### config.mk
export PLATFORM = sky130hd
export DESIGN_NAME = xor_stream_descrambler
export DESIGN_NICKNAME = d
export VERILOG_FILES = /design/src/rtl/xor_cipher_pkg.sv /design/src/rtl/xor_stream_descrambler_lfsr_keystream.sv /design/src/rtl/xor_stream_descrambler.sv
export SDC_FILE = /design/constraint.sdc
export NUM_CORES = 1
export LEC_CHECK = 0
export ABC_AREA = 1
export BUFFER_PORTS_ARGS = -buffer_cell sky130_fd_sc_hd__buf_2
export CAP_MARGIN = 40
export CORE_MARGIN = 1.5
export CORE_UTILIZATION = 45
export CTS_BUF_LIST = sky130_fd_sc_hd__clkbuf_8
export DETAILED_ROUTE_END_ITERATION = 10
export PLACE_DENSITY_LB_ADDON = 0.25
export SLEW_MARGIN = 20
export SYNTH_ARGS = -nofsm -noshare
export SYNTH_HDL_FRONTEND = slang
export SYNTH_SLANG_ARGS = --single-unit
### constraint.sdc
create_clock -name clk -period 1.5 [get_ports clk]
set_input_delay 0.225 -clock clk [delete_from_list [all_inputs] [get_ports clk]]
set_output_delay 0.225 -clock clk [all_outputs]
set_load 0.02 [all_outputs]
### src/rtl/xor_cipher_pkg.sv
// Shared definitions for the nibble XOR cipher path: FSM states, default widths
// and the 4-step Galois LFSR advance used by both encoder and descrambler.
package xor_cipher_pkg;

    localparam int unsigned DEF_DATA_W = 4;
    localparam int unsigned DEF_LFSR_W = 8;
    localparam logic [DEF_LFSR_W-1:0] DEF_TAPS = 8'hB8;

    typedef enum logic [1:0] {
        IDLE  = 2'd0,
        RUN   = 2'd1,
        DRAIN = 2'd2
    } state_t;

    // One keystream nibble consumes four Galois shifts of the register.
    function automatic logic [DEF_LFSR_W-1:0] lfsr_step4(
        input logic [DEF_LFSR_W-1:0] lfsr,
        input logic [DEF_LFSR_W-1:0] taps
    );
        logic [DEF_LFSR_W-1:0] s;
        s = lfsr;
        for (int i = 0; i < 4; i++) begin
            if (s[0]) s = (s >> 1) ^ taps;
            else      s = s >> 1;
        end
        return s;
    endfunction

endpackage

### src/rtl/xor_stream_descrambler_lfsr_keystream.sv
// Keystream generator: seed load with zero-seed substitution, advance by one
// nibble (4 Galois steps) per enable, key taken from the low bits.
module lfsr_keystream
    import xor_cipher_pkg::*;
#(
    parameter int unsigned          LFSR_W = DEF_LFSR_W,
    parameter int unsigned          DATA_W = DEF_DATA_W,
    parameter logic [LFSR_W-1:0]    TAPS   = DEF_TAPS
) (
    input  logic              clk,
    input  logic              rst_n,
    input  logic              i_load,
    input  logic [LFSR_W-1:0] i_seed,
    input  logic              i_adv,
    output logic [DATA_W-1:0] o_key
);

    logic [LFSR_W-1:0] r_lfsr;

    // An all-zero state never leaves zero, so it is swapped for 1 on load.
    always_ff @(posedge clk) begin
        if (!rst_n) begin
            r_lfsr <= '0;
        end else if (i_load) begin
            r_lfsr <= (i_seed == '0) ? LFSR_W'(1) : i_seed;
        end else if (i_adv) begin
            r_lfsr <= lfsr_step4(r_lfsr, TAPS);
        end
    end

    assign o_key = r_lfsr[DATA_W-1:0];

endmodule

### src/rtl/xor_stream_descrambler.sv
// Receive-side nibble descrambler: XORs ciphertext with the regenerated keystream,
// single-entry output buffer with valid/ready on both sides, fixed-length frames.
module xor_stream_descrambler
    import xor_cipher_pkg::*;
#(
    parameter int unsigned          DATA_W    = DEF_DATA_W,
    parameter int unsigned          LFSR_W    = DEF_LFSR_W,
    parameter logic [LFSR_W-1:0]    TAPS      = DEF_TAPS,
    parameter int unsigned          FRAME_LEN = 16
) (
    input  logic              clk,
    input  logic              rst_n,
    input  logic              seed_valid,
    input  logic [LFSR_W-1:0] seed,
    input  logic              in_valid,
    output logic              in_ready,
    input  logic [DATA_W-1:0] in_data,
    output logic              out_valid,
    input  logic              out_ready,
    output logic [DATA_W-1:0] out_data,
    output logic [DATA_W-1:0] out_data_n,
    output logic              busy,
    output logic              frame_done
);

    localparam int unsigned     CNT_W       = 8;
    localparam logic [CNT_W-1:0] FRAME_LEN_C = CNT_W'(FRAME_LEN);

    state_t            r_state;
    logic [CNT_W-1:0]  r_count;
    logic              r_out_valid;
    logic [DATA_W-1:0] r_out_data;
    logic [DATA_W-1:0] r_out_data_n;
    logic              r_frame_done;

    logic              w_in_acc;
    logic              w_load;
    logic [DATA_W-1:0] w_key;
    logic [DATA_W-1:0] w_plain;
    logic [CNT_W-1:0]  w_count_nxt;

    lfsr_keystream #(
        .LFSR_W (LFSR_W),
        .DATA_W (DATA_W),
        .TAPS   (TAPS)
    ) u_ks (
        .clk    (clk),
        .rst_n  (rst_n),
        .i_load (w_load),
        .i_seed (seed),
        .i_adv  (w_in_acc),
        .o_key  (w_key)
    );

    // Ready also when the held word leaves this cycle, giving one nibble per clock.
    assign in_ready    = (r_state == RUN) && (!r_out_valid || out_ready);
    assign w_in_acc    = in_valid && in_ready;
    assign w_load      = (r_state == IDLE) && seed_valid;
    assign w_plain     = in_data ^ w_key;
    assign w_count_nxt = r_count + CNT_W'(1);

    always_ff @(posedge clk) begin
        if (!rst_n) begin
            r_state      <= IDLE;
            r_count      <= '0;
            r_out_valid  <= 1'b0;
            r_out_data   <= '0;
            r_out_data_n <= '1;
            r_frame_done <= 1'b0;
        end else begin
            r_frame_done <= 1'b0;

            unique case (r_state)
                IDLE: begin
                    if (seed_valid) begin
                        r_state <= RUN;
                        r_count <= '0;
                    end
                end
                RUN: begin
                    if (w_in_acc) begin
                        r_count <= w_count_nxt;
                        if (w_count_nxt == FRAME_LEN_C) r_state <= DRAIN;
                    end
                end
                DRAIN: begin
                    if (!r_out_valid || out_ready) begin
                        r_state      <= IDLE;
                        r_frame_done <= 1'b1;
                    end
                end
                default: r_state <= IDLE;
            endcase

            // A simultaneous pop and accept simply reloads the register.
            if (w_in_acc) begin
                r_out_valid  <= 1'b1;
                r_out_data   <= w_plain;
                r_out_data_n <= ~w_plain;
            end else if (r_out_valid && out_ready) begin
                r_out_valid  <= 1'b0;
            end
        end
    end

    assign out_valid  = r_out_valid;
    assign out_data   = r_out_data;
    assign out_data_n = r_out_data_n;
    assign frame_done = r_frame_done;
    assign busy       = (r_state != IDLE);

endmodule

==> results of run 1 <==
worst paths after layout:
| check | start | to | slack (ns) |
|---|---|---|---|
| worst min-delay path | rst_n | out_data_n[3]$_SDFFE_PN1P_ | 0.21 |
| worst max register to register | r_count[0]$_SDFFE_PN0P_ | r_state[0]$_SDFFE_PN0P_ | 0.15 |
| worst min register to register | out_data_n[2]$_SDFFE_PN1P_ | out_data_n[2]$_SDFFE_PN1P_ | 0.46 |
| worst max-delay path | r_count[0]$_SDFFE_PN0P_ | r_state[0]$_SDFFE_PN0P_ | 0.15 |
layer usage:
metal,global-route usage (%),share of wire (%)
met5,0,0
met4,5.71,0.86
met3,4.59,3.0
met2,33.0,48
met1,23.0,48
cell type report:
| cell class | instances | area (µm²) |
|---|---|---|
| repair buffers | 34 | 185 |
| clock buffers | 4 | 55.1 |
| inverters | 23 | 87.6 |
| flip-flops and latches | 28 | 562 |
| fillers | 316 | 1370 |
| well taps | 44 | 55.1 |
| multi-input cells | 136 | 736 |
sequential cells by signal (all words and copies together), names as in the netlist:
| register | count |
|---|---|
| frame_done | 1 |
| out_valid | 1 |
| out_data_n | 4 |
| u_ks.r_lfsr | 8 |
| out_data | 4 |
| r_state | 2 |
| r_count | 8 |
logic make-up after synthesis:
kind of cell / count (synthesis) / synth area share [%]
adder cells (fa/ha/maj): 1 / 0.869
flip-flops: 28 / 39.0
AND/OR/NAND/NOR: 85 / 27.1
XOR/XNOR: 13 / 7.91
buffers and inverters: 31 / 10.1
AO/OA/AOI/OAI: 37 / 15.0
cell usage in the layout, fill, tap and decap left out, drive strengths merged:
| cell type | Yosys | routed |
|---|---|---|
| nand4 | 2 | 2 |
| o221a | 1 | 1 |
| a31oi | 4 | 4 |
| a22oi | 1 | 1 |
| xnor2 | 5 | 5 |
| buf | 6 | 34 |
| clkbuf | 2 | 4 |
| inv | 21 | 21 |
| nand2 | 56 | 56 |
| dfxtp | 28 | 28 |
| or2 | 1 | 1 |
| nor2 | 12 | 12 |
| ha | 1 | 1 |
| o21ai | 10 | 10 |
| clkinv | 2 | 2 |
| o211ai | 1 | 1 |
| nor3 | 4 | 4 |
| o21a | 3 | 3 |
| nand3 | 10 | 10 |
| xor2 | 8 | 8 |
| a21oi | 17 | 17 |
metrics by stage:
| stage | area [µm²] | instances | util (%) |
|---|---|---|---|
| final | 1680 | 269 | 55.0 |
| after global routing | 1680 | 269 | 55.0 |
| after CTS | 1680 | 269 | 54.9 |
| after detailed placement | 1620 | 265 | 53.1 |
| after global placement | 1620 | 265 | 53.1 |
| after floorplan | 1440 | 195 | - |
power groups by stage:
stage	clock, W	combinational (W)	sequential (W)
3_3_place_gp	0	0.000290	0.000830
3_5_place_dp	0	0.000294	0.000829
4_1_cts	0.000479	0.000295	0.000812
2_1_floorplan	0	0.000208	0.000833
6_report	0.000465	0.000292	0.000812
5_1_grt	0.000511	0.000329	0.000816
==> metrics.txt, run 1 <==
# TYPE chip_impl_metric gauge
chip_impl_info{name="critPathSlowestCell",value="sky130_fd_sc_hd__dfxtp_1"} 1
chip_impl_metric{name="antenna_violation_net_count_after_detailed_routing",unit=""} 0
chip_impl_metric{name="totalNegativeSetupSlack",unit="ns"} 0
chip_impl_metric{name="power.share.clock",unit="%"} 29.7
chip_impl_metric{name="wire_per_inst",unit="µm"} 10.8
chip_impl_metric{name="syn_to_final_growth",unit="%"} 16.8
chip_impl_metric{name="antenna_cell_count",unit=""} 0
chip_impl_metric{name="htree_num_levels",unit=""} 1
chip_impl_metric{name="synth_seq_cells",unit=""} 28
chip_impl_metric{name="post-route-worst-setup-slack",unit="ns"} 0.145
chip_impl_metric{name="post_cts_resized",unit=""} 0
chip_impl_metric{name="ys_types",unit=""} 33
chip_impl_info{name="ys_dominant_reg_cell",value="sky130_fd_sc_hd__dfxtp_1"} 1
chip_impl_info{name="kind_of_cell_adding_the_most_delay_to_the_critical_path",value="simple AND/OR/NAND/NOR gates"} 1
chip_impl_metric{name="critical_path_peak_fanout",unit=""} 5
chip_impl_metric{name="grt_pass1_vias",unit=""} 1236
chip_impl_metric{name="post-layout-total-power",unit="W"} 0.00157
chip_impl_metric{name="p_sw_share",unit="%"} 27.4
chip_impl_metric{name="drive_above_1_share",unit="%"} 25.8
chip_impl_info{name="worst_hold_path_type",value="in -> reg"} 1
chip_impl_metric{name="fp.dieArea",unit="µm²"} 3550
chip_impl_metric{name="synth.avg_cell_area",unit="µm²"} 7.38
chip_impl_metric{name="timing.critical_path.buf_inv",unit=""} 0
chip_impl_metric{name="power.static_leakage",unit="nW"} 0.770
chip_impl_metric{name="finalMaxSlewViolations",unit=""} 0
chip_impl_info{name="crit_path_cell_trace",value="ha_2 > nand2_1 > nor2_1 > nand3_1 > nor2_1 > nand3_2 > nand2_1 > a21oi_1"} 1
chip_impl_metric{name="p_per_area",unit="nW/µm²"} 934
chip_impl_metric{name="peak_freq",unit="MHz"} 738
chip_impl_metric{name="placement_rows",unit=""} 20
chip_impl_metric{name="drt-initial-drc-count",unit=""} 39
chip_impl_metric{name="cts.path.max_buffers",unit=""} 2
chip_impl_metric{name="timing.final.crit_period",unit="ns"} 1.35
chip_impl_metric{name="post-place-ws",unit="ns"} 0.127
chip_impl_metric{name="critical_path_depth",unit=""} 8
chip_impl_metric{name="route.final.wire_length",unit="µm"} 2900
chip_impl_metric{name="min_period_over_period",unit="%"} 90.3
chip_impl_metric{name="numClockSinks",unit=""} 28
chip_impl_metric{name="grt_start_max_net_pins",unit=""} 18
chip_impl_info{name="netlist_top_cells_count",value="sky130_fd_sc_hd__nand2_1 (53), sky130_fd_sc_hd__dfxtp_1 (28), sky130_fd_sc_hd__inv_1 (17)"} 1
chip_impl_metric{name="finalSetupViolCount",unit=""} 0
chip_impl_metric{name="timing.critical_path.required",unit="ns"} 1.68
chip_impl_metric{name="via_per_inst",unit=""} 4.84
chip_impl_metric{name="net-switching-power",unit="W"} 0.000430
chip_impl_metric{name="synth-seq-area-share",unit="%"} 39.0
chip_impl_metric{name="cts_made_buffers",unit=""} 3
chip_impl_info{name="yosys.cell_count.top_type",value="sky130_fd_sc_hd__nand2_1"} 1
chip_impl_metric{name="die_height",unit="µm"} 59.5
chip_impl_metric{name="drc",unit=""} 0
chip_impl_metric{name="drv_cap",unit=""} 0
chip_impl_metric{name="synth_edf_count",unit=""} 0
chip_impl_metric{name="yosysTopAreaCellShare",unit="%"} 39.0
chip_impl_metric{name="pre_repair_dr_iteration_count",unit=""} 4
chip_impl_metric{name="worst_ep_arrival_time",unit="ns"} 1.53
chip_impl_info{name="crit_path_start_kind",value="register"} 1
chip_impl_metric{name="clock_latency_at_the_later_pin_of_the_worst_skew_pair",unit="ns"} 0.28
chip_impl_metric{name="detailed_place_hpwl",unit="µm"} 2320
chip_impl_metric{name="ys_async_sr_fraction",unit="%"} 0
chip_impl_info{name="rsz_0062_raised_after_global_routing",value="false"} 1
chip_impl_metric{name="synth_cells",unit=""} 195
chip_impl_metric{name="post_cts_hold_buffer_count",unit=""} 0
chip_impl_metric{name="design.portCount",unit=""} 29
chip_impl_metric{name="floorplan.initialDensity",unit="%"} 47.1
chip_impl_metric{name="hold_violations",unit=""} 0
chip_impl_info{name="yosys.area.top_type",value="sky130_fd_sc_hd__dfxtp_1"} 1
chip_impl_metric{name="cts_setup_buffers",unit=""} 0
chip_impl_metric{name="part_of_the_total_power_dissipated_in_sequential_elements",unit="%"} 51.7
chip_impl_metric{name="worst_path_largest_cell_delay",unit="ns"} 0.44
chip_impl_metric{name="combPwrFrac",unit="%"} 18.6
chip_impl_metric{name="hold_ws",unit="ns"} 0.207
chip_impl_metric{name="gp_congestion",unit=""} 0.806
chip_impl_metric{name="detailroute.via_count",unit=""} 1301
chip_impl_metric{name="mappedNetlistNets",unit=""} 213
chip_impl_info{name="cts.root.buffer_cell",value="sky130_fd_sc_hd__clkbuf_8"} 1
chip_impl_metric{name="placeable_area",unit="µm²"} 3050
chip_impl_info{name="status",value="completed"} 1
chip_impl_metric{name="io_buffer_count",unit=""} 28
chip_impl_metric{name="tightestPinTransition",unit="ns"} 0.266
chip_impl_metric{name="wire_length_of_the_first_global_routing_pass",unit="µm"} 5110
chip_impl_metric{name="mappedNetlistArea",unit="µm²"} 1440
chip_impl_metric{name="grt_overflow_total",unit=""} 0
chip_impl_metric{name="vdd.ir_drop.worst",unit="V"} 0.000593
chip_impl_metric{name="max-slew-margin-rel",unit="%"} 82.1
chip_impl_metric{name="internal_power",unit="W"} 0.00114
chip_impl_metric{name="chipWidth",unit="µm"} 59.5
chip_impl_info{name="ws_path_type",value="reg -> reg"} 1
chip_impl_info{name="critical_path.endpoint_type",value="register"} 1
chip_impl_metric{name="grt.total_usage",unit="%"} 19.0
chip_impl_info{name="tritoncts",value="built"} 1
chip_impl_metric{name="clkTransAtPathRegs",unit="ns"} 0.09
chip_impl_metric{name="min_path_cells",unit=""} 2
chip_impl_metric{name="yosysWarnings",unit=""} 0
chip_impl_metric{name="r2r_cells",unit=""} 8
chip_impl_metric{name="fin_nets",unit=""} 244
chip_impl_metric{name="antenna_violations_before_repair",unit=""} 0
chip_impl_info{name="post_synth_main_area_contributors",value="sky130_fd_sc_hd__dfxtp_1 (39%), sky130_fd_sc_hd__nand2_1 (14%), sky130_fd_sc_hd__a21oi_1 (5.2%)"} 1
chip_impl_metric{name="clock_skew_after_layout",unit="ns"} 0.00221
Note: power is estimated with default switching activity, not from simulation.
==> inputs of run 2 (changes only) <==
--- a/config.mk
+++ b/config.mk
@@ -9,7 +9,7 @@
 export BUFFER_PORTS_ARGS = -buffer_cell sky130_fd_sc_hd__buf_2
 export CAP_MARGIN = 40
 export CORE_MARGIN = 1.5
-export CORE_UTILIZATION = 45
+export CORE_UTILIZATION = 29
 export CTS_BUF_LIST = sky130_fd_sc_hd__clkbuf_8
 export DETAILED_ROUTE_END_ITERATION = 10
 export PLACE_DENSITY_LB_ADDON = 0.25
==> metrics.txt, run 2 (same netlist as run 1, synthesis figures left out) <==
# TYPE chip_impl_metric gauge
chip_impl_info{name="status",value="completed"} 1
chip_impl_metric{name="peak_freq",unit="MHz"} 744
chip_impl_metric{name="antenna_cell_count",unit=""} 0
chip_impl_metric{name="p_per_area",unit="nW/µm²"} 932
chip_impl_metric{name="critical_path_peak_fanout",unit=""} 14
chip_impl_metric{name="grt.total_usage",unit="%"} 13.0
chip_impl_metric{name="via_per_inst",unit=""} 4.41
chip_impl_metric{name="timing.final.crit_period",unit="ns"} 1.34
chip_impl_metric{name="cts_setup_buffers",unit=""} 0
chip_impl_metric{name="post_cts_resized",unit=""} 0
chip_impl_metric{name="htree_num_levels",unit=""} 1
chip_impl_info{name="crit_path_start_kind",value="register"} 1
chip_impl_metric{name="drt-initial-drc-count",unit=""} 23
chip_impl_metric{name="post_cts_hold_buffer_count",unit=""} 0
chip_impl_metric{name="pre_repair_dr_iteration_count",unit=""} 4
chip_impl_metric{name="clkTransAtPathRegs",unit="ns"} 0.10
chip_impl_metric{name="numClockSinks",unit=""} 28
chip_impl_metric{name="fin_nets",unit=""} 243
chip_impl_metric{name="grt_overflow_total",unit=""} 0
chip_impl_metric{name="detailed_place_hpwl",unit="µm"} 2360
chip_impl_info{name="critical_path.endpoint_type",value="register"} 1
chip_impl_metric{name="die_height",unit="µm"} 73.4
chip_impl_info{name="critical_path.reg2reg.startpoint",value="r_state[1]$_SDFFE_PN0P_"} 1
chip_impl_metric{name="wire_per_inst",unit="µm"} 10.8
chip_impl_metric{name="finalInstanceArea",unit="µm²"} 1700
chip_impl_metric{name="vdd.ir_drop.worst",unit="V"} 0.000449
chip_impl_metric{name="hold_violations",unit=""} 0
chip_impl_metric{name="wire_length_of_the_first_global_routing_pass",unit="µm"} 5470
chip_impl_metric{name="post-route-util",unit="%"} 35.8
chip_impl_info{name="final_cell_mix",value="sky130_fd_sc_hd__nand2_1 (53), sky130_fd_sc_hd__buf_2 (28), sky130_fd_sc_hd__dfxtp_1 (27)"} 1
chip_impl_metric{name="tightestPinTransition",unit="ns"} 0.328
chip_impl_info{name="ws_path_type",value="reg -> reg"} 1
chip_impl_info{name="holdCritStartpoint",value="rst_n"} 1
chip_impl_metric{name="dp.cells",unit=""} 287
chip_impl_metric{name="timing.critical_path.required",unit="ns"} 1.68
chip_impl_info{name="tritoncts",value="built"} 1
chip_impl_info{name="cts.root.buffer_cell",value="sky130_fd_sc_hd__clkbuf_8"} 1
chip_impl_metric{name="route.final.wire_length",unit="µm"} 3150
chip_impl_metric{name="drive_above_1_share",unit="%"} 25.4
chip_impl_info{name="mostFrequentLayoutCell",value="sky130_fd_sc_hd__nand2_1"} 1
chip_impl_metric{name="clock_latency_at_the_later_pin_of_the_worst_skew_pair",unit="ns"} 0.28
chip_impl_metric{name="cts.path.max_buffers",unit=""} 2
chip_impl_metric{name="detailroute.via_count",unit=""} 1282
chip_impl_metric{name="min_period_over_period",unit="%"} 89.7
chip_impl_info{name="worst_hold_path_type",value="in -> reg"} 1
chip_impl_metric{name="max-slew-margin-rel",unit="%"} 78.0
chip_impl_info{name="cp-startpoint",value="r_state[1]$_SDFFE_PN0P_"} 1
chip_impl_metric{name="antenna_violation_net_count_after_detailed_routing",unit=""} 0
chip_impl_metric{name="floorplan.initialDensity",unit="%"} 30.3
chip_impl_metric{name="cts_made_buffers",unit=""} 3
chip_impl_metric{name="design.portCount",unit=""} 29
chip_impl_metric{name="grt_pass1_vias",unit=""} 1200
chip_impl_metric{name="grt_start_max_net_pins",unit=""} 18
chip_impl_metric{name="power.static_leakage",unit="nW"} 0.766
chip_impl_metric{name="antenna_violations_before_repair",unit=""} 0
chip_impl_metric{name="io_buffer_count",unit=""} 28
chip_impl_metric{name="drc",unit=""} 0
chip_impl_metric{name="clock_skew_after_layout",unit="ns"} 0.00279
chip_impl_metric{name="placeable_area",unit="µm²"} 4750
chip_impl_metric{name="placement_rows",unit=""} 25
chip_impl_info{name="rsz_0062_raised_after_global_routing",value="false"} 1
chip_impl_metric{name="gp_congestion",unit=""} 0.809
chip_impl_metric{name="finalSetupViolCount",unit=""} 0
chip_impl_metric{name="worst_ep_arrival_time",unit="ns"} 1.52
chip_impl_metric{name="drv_cap",unit=""} 0
chip_impl_metric{name="placement.cell_area",unit="µm²"} 1640
chip_impl_metric{name="totalNegativeSetupSlack",unit="ns"} 0
chip_impl_metric{name="hold_ws",unit="ns"} 0.206
chip_impl_metric{name="fp.dieArea",unit="µm²"} 5390
chip_impl_metric{name="fin_cells",unit=""} 291
chip_impl_info{name="top_regs",value="r_count x8, u_ks.r_lfsr x8"} 1
chip_impl_metric{name="syn_to_final_growth",unit="%"} 18.4
chip_impl_metric{name="finalMaxSlewViolations",unit=""} 0
chip_impl_metric{name="chipWidth",unit="µm"} 73.4
==> run 2: cell count changes in the layout (fill, tap and decap cells not counted), sizes merged <==
cell and delta:
buf -1
==> run 2: power by group <==
part	internal (W)	switching [W]
Combinational	0.000122	0.000174
Sequential	0.000781	0.0000295
Clock	0.000235	0.000247
Total	0.00114	0.000451
==> run 2: per-stage QoR <==
stage                     setup slack [ns]  total power, W
final                                0.155         0.00159
after global routing               0.00507         0.00167
after CTS                           0.0984         0.00160
after detailed placement             0.111         0.00112
after global placement               0.127         0.00112
after floorplan                      0.157         0.00104
==> run 2: routing by layer <==
metal | part of all wire, % | GRT usage, %
met1 | 51 | 16.6
met2 | 44 | 21.7
met3 | 3.7 | 3.16
met4 | 0.98 | 3.50
met5 | 0 | 0
==> run 2: final cells by class <==
| cell class | count | area (µm²) |
|---|---|---|
| fillers | 533 | 3050 |
| flip-flops and latches | 28 | 562 |
| inverters | 23 | 90.1 |
| well taps | 67 | 83.8 |
| clock buffers | 4 | 55.1 |
| multi-input cells | 136 | 736 |
| repair buffers | 33 | 178 |
==> run 2: critical path, cell delays in order, from the launching register on <==
cell	delay (ns)
sky130_fd_sc_hd__dfxtp_1	0.33
sky130_fd_sc_hd__inv_2	0.09
sky130_fd_sc_hd__nand2_2	0.09
sky130_fd_sc_hd__nor2_4	0.14
sky130_fd_sc_hd__nand2_4	0.10
sky130_fd_sc_hd__nand2_2	0.13
sky130_fd_sc_hd__inv_4	0.10
sky130_fd_sc_hd__nand2_1	0.06
sky130_fd_sc_hd__o21ai_1	0.06
sky130_fd_sc_hd__a21oi_1	0.11
sky130_fd_sc_hd__nor2_1	0.04
==> run 2: path summary, 6_finish.rpt <==
| path | to | slack (ns) | depth (start not counted) |
|---|---|---|---|
| setup / recovery | u_ks.r_lfsr[1]$_SDFFE_PN0P_ | 0.16 | 10 |
| hold / removal | out_data_n[3]$_SDFFE_PN1P_ | 0.21 | 2 |
| setup reg to reg | u_ks.r_lfsr[1]$_SDFFE_PN0P_ | 0.16 | 10 |
| hold reg to reg | out_data_n[0]$_SDFFE_PN1P_ | 0.46 | 2 |
==> inputs of run 3 (changes only) <==
--- a/config.mk
+++ b/config.mk
@@ -13,6 +13,7 @@
 export CTS_BUF_LIST = sky130_fd_sc_hd__clkbuf_8
 export DETAILED_ROUTE_END_ITERATION = 10
 export PLACE_DENSITY_LB_ADDON = 0.25
+export RECOVER_POWER = 50
 export SLEW_MARGIN = 20
 export SYNTH_ARGS = -nofsm -noshare
 export SYNTH_HDL_FRONTEND = slang
==> constraint.sdc (replaced) <==
create_clock -name clk -period 1.3 [get_ports clk]
set_input_delay 0.195 -clock clk [delete_from_list [all_inputs] [get_ports clk]]
set_output_delay 0.195 -clock clk [all_outputs]
set_load 0.02 [all_outputs]
==> metrics.txt, run 3 (same netlist as run 1, synthesis figures left out) <==
# TYPE chip_impl_metric gauge
chip_impl_metric{name="seq_area",unit="µm²"} 577
chip_impl_metric{name="drv_cap",unit=""} 0
chip_impl_metric{name="reg2reg_setup_slack",unit="ns"} 0.03
chip_impl_info{name="crit_path_start_kind",value="register"} 1
chip_impl_metric{name="via_per_inst",unit=""} 4.37
chip_impl_info{name="tritoncts",value="built"} 1
chip_impl_metric{name="p_per_area",unit="nW/µm²"} 986
chip_impl_metric{name="clock_skew_after_layout",unit="ns"} 0.00360
chip_impl_metric{name="max-slew-margin-rel",unit="%"} 80.7
chip_impl_metric{name="clock_latency_at_the_later_pin_of_the_worst_skew_pair",unit="ns"} 0.28
chip_impl_info{name="critical_path.endpoint_type",value="register"} 1
chip_impl_metric{name="htree_num_levels",unit=""} 1
chip_impl_metric{name="fp.dieArea",unit="µm²"} 5390
chip_impl_metric{name="placeable_area",unit="µm²"} 4750
chip_impl_metric{name="grt_overflow_total",unit=""} 0
chip_impl_metric{name="timing.critical_path.required",unit="ns"} 1.51
chip_impl_info{name="rsz_0062_raised_after_global_routing",value="true"} 1
chip_impl_metric{name="cts_made_buffers",unit=""} 3
chip_impl_metric{name="vdd.ir_drop.worst",unit="V"} 0.000413
chip_impl_metric{name="antenna_cell_count",unit=""} 0
chip_impl_metric{name="power.static_leakage",unit="nW"} 0.847
chip_impl_metric{name="post-place-ws",unit="ns"} 0.0154
chip_impl_metric{name="drive_above_1_share",unit="%"} 35.9
chip_impl_metric{name="antenna_violation_net_count_after_detailed_routing",unit=""} 0
chip_impl_metric{name="internal_power",unit="W"} 0.00134
chip_impl_metric{name="route.final.wire_length",unit="µm"} 3300
chip_impl_metric{name="peak_freq",unit="MHz"} 785
chip_impl_metric{name="tightestPinTransition",unit="ns"} 0.290
chip_impl_metric{name="grt_start_max_net_pins",unit=""} 18
chip_impl_metric{name="syn_to_final_growth",unit="%"} 31.7
chip_impl_info{name="ws_path_type",value="reg -> reg"} 1
chip_impl_metric{name="worst_path_largest_cell_delay",unit="ns"} 0.37
chip_impl_metric{name="critical_path_peak_fanout",unit=""} 4
chip_impl_metric{name="area_taken_by_multi_input_logic_gates",unit="µm²"} 796
chip_impl_metric{name="design.portCount",unit=""} 29
chip_impl_metric{name="grt.total_usage",unit="%"} 12.9
chip_impl_metric{name="timing.final.crit_period",unit="ns"} 1.27
chip_impl_metric{name="finalMaxSlewViolations",unit=""} 0
chip_impl_metric{name="post-route-worst-setup-slack",unit="ns"} 0.0268
chip_impl_metric{name="finalSetupViolCount",unit=""} 0
chip_impl_info{name="mostFrequentLayoutCell",value="sky130_fd_sc_hd__nand2_1"} 1
chip_impl_metric{name="p_sw_share",unit="%"} 28.2
chip_impl_metric{name="detailroute.via_count",unit=""} 1328
chip_impl_info{name="timing.hold.worst_endpoint",value="u_ks.r_lfsr[6]$_SDFFE_PN0P_"} 1
chip_impl_info{name="critPathSlowestCell",value="sky130_fd_sc_hd__dfxtp_4"} 1
chip_impl_metric{name="wire_per_inst",unit="µm"} 10.9
chip_impl_metric{name="worst_ep_arrival_time",unit="ns"} 1.49
chip_impl_info{name="worst_hold_path_type",value="in -> reg"} 1
chip_impl_metric{name="fin_nets",unit=""} 256
chip_impl_metric{name="post_cts_hold_buffer_count",unit=""} 0
chip_impl_metric{name="combPwrFrac",unit="%"} 20.6
chip_impl_metric{name="antenna_violations_before_repair",unit=""} 0
chip_impl_info{name="crit_path_cell_trace",value="buf_6 > nand3_4 > nor3_2 > nand2_1 > nand2_1 > inv_1 > nand3_2 > nand2_1 > a21oi_1"} 1
chip_impl_metric{name="hold_violations",unit=""} 0
chip_impl_metric{name="drc",unit=""} 0
chip_impl_metric{name="filler_cell_count",unit=""} 526
chip_impl_info{name="final_cell_mix",value="sky130_fd_sc_hd__nand2_1 (50), sky130_fd_sc_hd__buf_2 (28), sky130_fd_sc_hd__dfxtp_1 (19)"} 1
chip_impl_metric{name="power.share.clock",unit="%"} 29.3
chip_impl_info{name="status",value="completed"} 1
chip_impl_metric{name="chipWidth",unit="µm"} 73.4
chip_impl_metric{name="drt-initial-drc-count",unit=""} 48
chip_impl_info{name="cp-startpoint",value="r_count[0]$_SDFFE_PN0P_"} 1
chip_impl_info{name="critical_path.reg2reg.startpoint",value="r_count[0]$_SDFFE_PN0P_"} 1
chip_impl_metric{name="cts.path.max_buffers",unit=""} 2
chip_impl_metric{name="die_height",unit="µm"} 73.4
chip_impl_metric{name="io_buffer_count",unit=""} 28
chip_impl_metric{name="pre_repair_dr_iteration_count",unit=""} 4
chip_impl_metric{name="numClockSinks",unit=""} 28
chip_impl_metric{name="grt_pass1_vias",unit=""} 1170
chip_impl_info{name="cts.root.buffer_cell",value="sky130_fd_sc_hd__clkbuf_8"} 1
chip_impl_metric{name="min_path_cells",unit=""} 3
chip_impl_metric{name="detailed_place_hpwl",unit="µm"} 2470
chip_impl_info{name="reg2reg_to",value="r_state[0]$_SDFFE_PN0P_"} 1
chip_impl_metric{name="finalInstanceArea",unit="µm²"} 1900
chip_impl_metric{name="floorplan.initialDensity",unit="%"} 30.3
chip_impl_info{name="timing.critical_path.mode_cell",value="sky130_fd_sc_hd__nand2_1"} 1
chip_impl_info{name="holdCritStartpoint",value="seed[6]"} 1
chip_impl_metric{name="clkTransAtPathRegs",unit="ns"} 0.10
chip_impl_metric{name="net-switching-power",unit="W"} 0.000527
chip_impl_metric{name="wire_length_of_the_first_global_routing_pass",unit="µm"} 5300
chip_impl_info{name="top_regs",value="r_count x8, u_ks.r_lfsr x8"} 1
chip_impl_metric{name="min_period_over_period",unit="%"} 97.9
chip_impl_metric{name="r2r_cells",unit=""} 9
chip_impl_metric{name="placement_rows",unit=""} 25
chip_impl_metric{name="placement.cell_area",unit="µm²"} 1740
chip_impl_metric{name="gp_congestion",unit=""} 0.829
chip_impl_metric{name="part_of_the_total_power_dissipated_in_sequential_elements",unit="%"} 50.1
==> run 3: cell count changes in the layout (fill, tap and decap cells not counted), sizes merged <==
cell    delta
buf       +13
clkinv     -1
inv        +1
==> run 3: timing repair <==
action | CTS | global route
setup endpoints to repair | 0 | 19
setup buffers | 0 | 1
gates resized for setup | 0 | 34
hold endpoints to repair | 0 | 0
==> run 3: layout make-up <==
type	instances	share of cell area (%)
Multi-Input combinational cell	136	42.0
Sequential cell	28	30.4
Timing Repair Buffer	46	14.9
Inverter	23	5.35
Tap cell	67	4.42
Clock buffer	4	2.90
==> run 3: power by group through the flow <==
stage	clock [W]	sequential (W)	combinational [W]
final	0.000548	0.000937	0.000385
after global routing	0.000611	0.000943	0.000426
after CTS	0.000574	0.000936	0.000371
after detailed placement	0	0.000956	0.000369
after global placement	0	0.000956	0.000369
after floorplan	0	0.000962	0.000240
==> run 3: stage by stage <==
stage,utilization [%],TNS [ns],cells,hold WS (ns),power (W)
after CTS,37.7,0,303,0.180,0.00188
after floorplan,-,0,195,0.264,0.00120
after global routing,39.9,-0.103,304,0.193,0.00198
final,39.9,0,304,0.187,0.00187
after detailed placement,36.5,0,299,0.441,0.00133
after global placement,36.5,0,299,0.437,0.00132
==> run 3: worst max-delay path by stage <==
| stage | cells past startpoint | to | slack, ns |
|---|---|---|---|
| finish | 9 | r_state[0]$_SDFFE_PN0P_ | 0.03 |
| global route | 9 | r_state[0]$_SDFFE_PN0P_ | -0.05 |
| CTS | 9 | r_state[0]$_SDFFE_PN0P_ | 0.004 |
| detailed placement | 9 | r_state[0]$_SDFFE_PN0P_ | 0.02 |
| global placement | 9 | r_state[0]$_SDFFE_PN0P_ | 0.009 |
| floorplan | 9 | r_count[2]$_SDFFE_PN0P_ | 0.001 |
==> run 3: per-layer routing <==
metal  wire length [µm]  vias up  track usage, %
li1                   -      707               -
met2               1520       32            20.7
met5                  0        -               0
met4                 55        0            5.56
met3                168        5            3.16
met1               1560      584            16.3
==> run 3: critical path: cells and delay by family (launching register included) <==
| family | cells | cell delay (ns) |
|---|---|---|
| AND/OR/NAND/NOR | 6 | 0.56 |
| flip-flops | 1 | 0.37 |
| buffers and inverters | 2 | 0.17 |
| AO/OA/AOI/OAI | 1 | 0.11 |
